$ cat config.mk
export PLATFORM = sky130hd
export DESIGN_NAME = psum_accumulator
export DESIGN_NICKNAME = d
export VERILOG_FILES = /design/src/rtl/psum_accumulator.sv
export SDC_FILE = /design/constraint.sdc
export NUM_CORES = 2
export LEC_CHECK = 0
export CORE_AREA = 2 2 366 368
export DETAILED_ROUTE_END_ITERATION = 6
export DIE_AREA = 0 0 368 370
export DONT_BUFFER_PORTS = 1
export PLACE_DENSITY_LB_ADDON = 0.2
export SETUP_SLACK_MARGIN = 0.02
export SYNTH_ARGS = -nofsm -noshare
export SYNTH_HDL_FRONTEND = slang
export SYNTH_SLANG_ARGS = --single-unit
$ cat constraint.sdc
create_clock -name clk -period 6.7 [get_ports clk]
set_clock_uncertainty 0.05 [all_clocks]
set_input_delay 0.67 -clock clk [delete_from_list [all_inputs] [get_ports clk]]
set_output_delay 0.67 -clock clk [all_outputs]
set_load 0.03 [all_outputs]
$ cat src/rtl/psum_accumulator.sv
// Purpose: accumulates a programmable number of per-column partial-sum rows from the systolic array; optional macro PSUM_ACC_SAT_EN.
// Latency: result is visible in the output holding register one cycle after the final beat of a group is accepted.
// Backpressure: only a group-completing beat stalls, and only while the holding register is full and out_ready is low.
module psum_accumulator #(
   parameter int COL_WIDTH  = 13,
   parameter int ARRAY_SIZE = 8,
   parameter int ACC_WIDTH  = 64,
   parameter int LEN_WIDTH  = 16
) (
   input  logic                                  clk,
   input  logic                                  rst_n,
   input  logic [ARRAY_SIZE-1:0][COL_WIDTH*4-1:0] psum_in,
   input  logic                                  psum_valid,
   output logic                                  psum_ready,
   input  logic                                  psum_signed,
   input  logic [LEN_WIDTH-1:0]                  acc_len,
   output logic [ARRAY_SIZE-1:0][ACC_WIDTH-1:0]  acc_out,
   output logic                                  out_valid,
   input  logic                                  out_ready,
   output logic                                  busy
`ifdef PSUM_ACC_SAT_EN
   ,
   output logic                                  sat_flag
`endif
);

   localparam int PW = COL_WIDTH * 4;

   typedef enum logic {
      ST_IDLE  = 1'b0,
      ST_ACCUM = 1'b1
   } state_t;

   state_t                                r_state;
   logic [LEN_WIDTH-1:0]                  r_len;
   logic [LEN_WIDTH-1:0]                  r_cnt;
   logic [ARRAY_SIZE-1:0][ACC_WIDTH-1:0]  r_acc;
   logic [ARRAY_SIZE-1:0][ACC_WIDTH-1:0]  r_acc_out;
   logic                                  r_out_vld;

   logic [ARRAY_SIZE-1:0][ACC_WIDTH-1:0]  w_ext;
   logic [ARRAY_SIZE-1:0][ACC_WIDTH-1:0]  w_sum;
   logic [ARRAY_SIZE-1:0][ACC_WIDTH-1:0]  w_acc_nxt;
   logic [LEN_WIDTH-1:0]                  w_len_new;
   logic [LEN_WIDTH-1:0]                  w_cnt_inc;
   logic                                  w_last;
   logic                                  w_accept;
   logic                                  w_pop;

`ifdef PSUM_ACC_SAT_EN
   logic                                  r_grp_sat;
   logic                                  r_sat_flag;
   logic [ARRAY_SIZE-1:0][ACC_WIDTH:0]    w_full;
   logic [ARRAY_SIZE-1:0]                 w_col_sat;
   logic                                  w_any_sat;
   logic                                  w_grp_sat_nxt;
`endif

   // Length 0 is treated as 1 so a group always completes.
   assign w_len_new = (acc_len == '0) ? LEN_WIDTH'(1) : acc_len;
   assign w_cnt_inc = r_cnt + LEN_WIDTH'(1);

   // Would the next accepted beat close the current group?
   assign w_last = (r_state == ST_IDLE) ? (w_len_new == LEN_WIDTH'(1))
                                        : (w_cnt_inc == r_len);

   // Only a completing beat needs room in the holding register; a pop on the same edge frees it.
   assign psum_ready = !(r_out_vld && !out_ready && w_last);
   assign w_accept   = psum_valid && psum_ready;
   assign w_pop      = r_out_vld && out_ready;

   // Per-column sign/zero extension of the incoming psum to accumulator width.
   for (genvar c = 0; c < ARRAY_SIZE; c++) begin : g_ext
      if (ACC_WIDTH > PW) begin : g_wide
         assign w_ext[c] = {{(ACC_WIDTH-PW){psum_signed & psum_in[c][PW-1]}}, psum_in[c]};
      end else begin : g_same
         assign w_ext[c] = psum_in[c];
      end
   end

`ifdef PSUM_ACC_SAT_EN
   // One extra bit of headroom exposes the unsigned carry-out.
   for (genvar c = 0; c < ARRAY_SIZE; c++) begin : g_full
      assign w_full[c] = {1'b0, r_acc[c]} + {1'b0, w_ext[c]};
   end

   // Saturating add: clamp on signed overflow or unsigned carry, per the beat's signedness.
   always_comb begin
      w_any_sat = 1'b0;
      w_sum     = '0;
      w_col_sat = '0;
      for (int c = 0; c < ARRAY_SIZE; c++) begin
         w_sum[c] = w_full[c][ACC_WIDTH-1:0];
         if (psum_signed) begin
            if ((r_acc[c][ACC_WIDTH-1] == w_ext[c][ACC_WIDTH-1]) &&
                (w_full[c][ACC_WIDTH-1] != r_acc[c][ACC_WIDTH-1])) begin
               w_col_sat[c] = 1'b1;
               w_sum[c]     = r_acc[c][ACC_WIDTH-1] ? {1'b1, {(ACC_WIDTH-1){1'b0}}}
                                                    : {1'b0, {(ACC_WIDTH-1){1'b1}}};
            end
         end else if (w_full[c][ACC_WIDTH]) begin
            w_col_sat[c] = 1'b1;
            w_sum[c]     = '1;
         end
         w_any_sat = w_any_sat | w_col_sat[c];
      end
   end

   // A loading beat starts a fresh group with no saturation history.
   assign w_grp_sat_nxt = (r_state == ST_IDLE) ? 1'b0 : (r_grp_sat | w_any_sat);
`else
   // Modular add, wrapping at accumulator width.
   for (genvar c = 0; c < ARRAY_SIZE; c++) begin : g_add
      assign w_sum[c] = r_acc[c] + w_ext[c];
   end
`endif

   // First beat of a group loads, later beats add.
   assign w_acc_nxt = (r_state == ST_IDLE) ? w_ext : w_sum;

   // Group FSM with beat counter, accumulators and output holding register.
   always_ff @(posedge clk or negedge rst_n) begin
      if (!rst_n) begin
         r_state   <= ST_IDLE;
         r_len     <= LEN_WIDTH'(1);
         r_cnt     <= '0;
         r_acc     <= '0;
         r_acc_out <= '0;
         r_out_vld <= 1'b0;
`ifdef PSUM_ACC_SAT_EN
         r_grp_sat  <= 1'b0;
         r_sat_flag <= 1'b0;
`endif
      end else begin
         if (w_pop) begin
            r_out_vld <= 1'b0;
`ifdef PSUM_ACC_SAT_EN
            r_sat_flag <= 1'b0;
`endif
         end
         if (w_accept) begin
            r_acc <= w_acc_nxt;
`ifdef PSUM_ACC_SAT_EN
            r_grp_sat <= w_grp_sat_nxt;
`endif
            if (w_last) begin
               r_acc_out <= w_acc_nxt;
               r_out_vld <= 1'b1;
`ifdef PSUM_ACC_SAT_EN
               r_sat_flag <= w_grp_sat_nxt;
`endif
            end
            case (r_state)
               ST_IDLE: begin
                  r_len <= w_len_new;
                  if (!w_last) begin
                     r_cnt   <= LEN_WIDTH'(1);
                     r_state <= ST_ACCUM;
                  end
               end
               ST_ACCUM: begin
                  if (w_last) begin
                     r_cnt   <= '0;
                     r_state <= ST_IDLE;
                  end else begin
                     r_cnt <= w_cnt_inc;
                  end
               end
               default: r_state <= ST_IDLE;
            endcase
         end
      end
   end

   assign acc_out   = r_acc_out;
   assign out_valid = r_out_vld;
   assign busy      = (r_state == ST_ACCUM);
`ifdef PSUM_ACC_SAT_EN
   assign sat_flag  = r_sat_flag;
`endif

endmodule

==> metrics.md <==
| Metric | Value |
|---|---|
| Status | `completed` |
| Total track usage | `33.9%` |
| Die extent in x | `368 µm` |
| Synth Area in XOR/XNOR | `5.74%` |
| Drt first-iter violations | `6158` |
| WP buf/inv | `1` |
| Die Footprint | `136000 µm²` |
| First-pass GRT wire length | `372000 µm` |
| Post-synthesis register bit count | `1058` |
| Ys flop type | `dfrtp_1` |
| Leading cell type in the layout, fill and taps excluded | `nand2_1` |
| Final Hold Viols | `0` |
| Clock tree buffer depth | `3` |
| CP Data Required Time | `7.29 ns` |
| Drt drc | `0` |
| Final nets | `9706` |
| Crit path top cell by count | `nor2_1` |
| Worst-path cell chain | `ha_1 > nand3_1 > nor2_1 > and4_1 > o2111ai_1 > nand4bb_1 > o31ai_2 > nand2_4 > buf_12 > nor2_1 > nand2b_1 > o311a_1 > o21a_1` |
| Clk sink count | `1058` |
| Worst skew pair latency | `0.76 ns` |
| Multi-input logic area | `46200 µm²` |
| Reg2reg end | `acc_out[190]$_DFFE_PN0P_` |
| Post-synth ARST share | `100%` |
| Slew @ Worst Pin | `1.11 ns` |
| Total wire length | `240000 µm` |
| CTS Hold Bufs | `14` |
| Top delay family on crit path | `simple AND/OR/NAND/NOR gates` |
| Startpoint Class | `register` |
| Fmax | `204 MHz` |
| Iteration count of the initial detailed-routing pass | `6` |
| Worst vdd ir | `307 µV` |
| Min Tclk post-route | `4.91 ns` |
| Routed Antenna Nets | `0` |
| Number of global-route vias before repair | `64300` |
| Post-synthesis mux area share | `5.55%` |
| Worst hold path type | `input port to register` |
| CTS buffer count | `118` |
| # Post-CTS Setup Buffers | `0` |
| Post-synthesis adder-cell area fraction | `7.08%` |
| Mapped Area | `76000 µm²` |
| Buffers on Ports | `0` |
| Main combinational cell family by area after synthesis | `compound AO/OA/AOI/OAI gates` |
| Synth cell types | `114` |
| Setup TNS | `0 ns` |
| Crit-path max FO | `209` |
| Power per cell area | `448 nW/µm²` |
| Clock Root Buffer | `clkbuf_16` |
| Tot Pwr | `36100 µW` |
| Post_cts resized | `0` |
| Critical path capture point type | `register` |
| Hold_ws | `0.0411 ns` |
| Initial core utilization | `57.4%` |
| RSZ-0062 raised after global routing | `false` |
| H-tree depth | `3` |
| Tcrit/Tclk final | `73.2%` |
| Synth Area in Simple Gates | `16.9%` |
| Core area | `132000 µm²` |
| Layout cells sized above 1 | `4.25%` |
| Setup Viol. Count Final | `0` |
| Largest net degree at the start of global routing | `1059` |
| Setup CP Type | `register to register` |
| CTS tree | `done` |
| Initial antenna violation count | `5` |
| Synth Warn # | `0` |
| Synthesized instance count | `9323` |
| Worst path arrival time | `5.49 ns` |
| Critical path depth in cells | `13` |
| Reg-to-reg startpoint | `r_cnt[0]$_DFFE_PN0P_` |
| Io pins | `952` |
| Max-Slew Margin vs Limit | `25.9%` |
| WHS Endpoint | `r_len[13]$_DFFE_PN0P_` |
| Hold Path Origin | `acc_len[13]` |
| CP max stage delay | `0.61 ns` |
| Max-cap viol count | `0` |
| Post-synth EDFFs | `0` |
| GR Overflow Total | `0` |
| DR vias/cell | `6.37` |
| Worst hold path depth | `1` |
| Area Growth Syn to Fin | `6.09%` |
| Row count | `134` |
| Reg2Reg Setup Slack | `1.79 ns` |
| Leakage power | `0.0369 µW` |
| Path depth of the worst reg2reg path | `13` |
| DR WL/cell | `22.4 µm` |
| Net Count, Synth | `10200` |
| Syn avg cell area | `8.15 µm²` |
| Die Ht | `370 µm` |
| Most frequent cells in the layout | `1411 x nand2_1, 1265 x o21ai_0, 1056 x dfrtp_1` |
| Global placement routability congestion | `0.993` |
| Vias | `68200` |
| CP max-delay cell | `o31ai_2` |
| Filler Cell Count | `11700` |
| Register area | `26500 µm²` |
| Compound-cell area share of the yosys netlist | `25.4%` |
| Post-DP HPWL | `177000 µm` |
| CTS clk-pin slew, worst paths | `0.07 ns` |
| Fin. max-slew vios | `0` |
| Sequential share of the synthesized area | `34.8%` |
[per-stage QoR]
stage | std cells | utilization, % | cell area, µm² | setup WS [ns]
3_5_place_dp | 10500 | 57.4 | 76000 | 1.73
5_1_grt | 10700 | 60.9 | 80600 | 1.42
2_1_floorplan | 9323 | - | 76000 | 2.46
3_3_place_gp | 10500 | 57.4 | 76000 | 1.90
4_1_cts | 10700 | 60.7 | 80400 | 1.91
6_report | 10700 | 60.9 | 80600 | 1.79
[Yosys cell counts, types with 24 or more instances]
library cell / n / share of area (%)
a21o_1: 301 / 3.0
nor4_1: 39 / 0.32
nor2_1: 559 / 2.8
clkbuf_1: 525 / 2.6
buf_2: 80 / 0.53
xor2_1: 161 / 1.9
nand3_1: 175 / 1.2
buf_1: 41 / 0.20
o21a_1: 75 / 0.74
and2_1: 34 / 0.28
a221oi_1: 24 / 0.28
xnor2_1: 334 / 3.9
mux2i_1: 389 / 5.1
o211ai_1: 48 / 0.47
or3_1: 48 / 0.40
a211oi_1: 73 / 0.72
nor2b_1: 43 / 0.35
o22ai_1: 47 / 0.39
a211o_1: 28 / 0.32
dfrtp_1: 1057 / 35
ha_1: 417 / 6.9
o31ai_1: 51 / 0.50
mux2_2: 27 / 0.40
and3_1: 74 / 0.61
nand4_1: 156 / 1.3
nand2_1: 1412 / 7.0
nor3_1: 178 / 1.2
o21bai_1: 100 / 0.99
o21ai_0: 1266 / 8.3
a21oi_1: 811 / 5.3
a31oi_1: 77 / 0.63
inv_1: 158 / 0.78
nand2b_1: 52 / 0.43
or2_2: 24 / 0.20
[metal layers]
metal  GRT usage, %  vias up  routed length, µm
met5              0        -                  0
met4           15.2        0              11600
met3           9.91      499              22900
met2           53.7     2582             108000
met1           43.0    32600              97700
li1               -    32600                  -
[how the worst max path moves through the flow]
| stage | start | end | slack [ns] |
|---|---|---|---|
| floorplan | psum_in[312] | acc_out[426]$_DFFE_PN0P_ | 2.46 |
| global placement | psum_in[312] | r_acc[426]$_DFFE_PN0P_ | 1.90 |
| detailed placement | psum_in[312] | r_acc[426]$_DFFE_PN0P_ | 1.73 |
| CTS | r_cnt[0]$_DFFE_PN0P_ | psum_ready | 1.91 |
| global route | r_cnt[0]$_DFFE_PN0P_ | r_acc[136]$_DFFE_PN0P_ | 1.42 |
| finish | r_cnt[0]$_DFFE_PN0P_ | acc_out[190]$_DFFE_PN0P_ | 1.79 |
[area by class of cell]
class / instances / area share, %
Inverter: 159 / 0.750
Multi-Input combinational cell: 7440 / 57.3
Timing Repair Buffer: 67 / 1.03
Antenna cell: 6 / 0.0186
Sequential cell: 1058 / 32.9
Tap cell: 1768 / 2.74
Clock inverter: 60 / 0.970
Clock buffer: 161 / 4.34
[power by group]
part | internal [µW] | switching, µW
registers | 8030 | 2220
logic | 7510 | 11200
clock network | 4200 | 2920
total | 19700 | 16400
[registers in the layout, summed over array words and instances (netlist names)]
register / flops
acc_out: 512
busy: 1
r_cnt: 16
out_valid: 1
r_len: 16
r_acc: 512
[cell families after synthesis]
| logic type | count (synthesis) |
|---|---|
| AOI/OAI and AO/OA | 3214 |
| xor gates and xnor gates | 496 |
| adders and majority gates | 425 |
| buffers and inverters | 825 |
| DFF | 1058 |
| muxes | 417 |
| and+or+nand+nor | 2888 |
(Power assumes the default switching activity.)
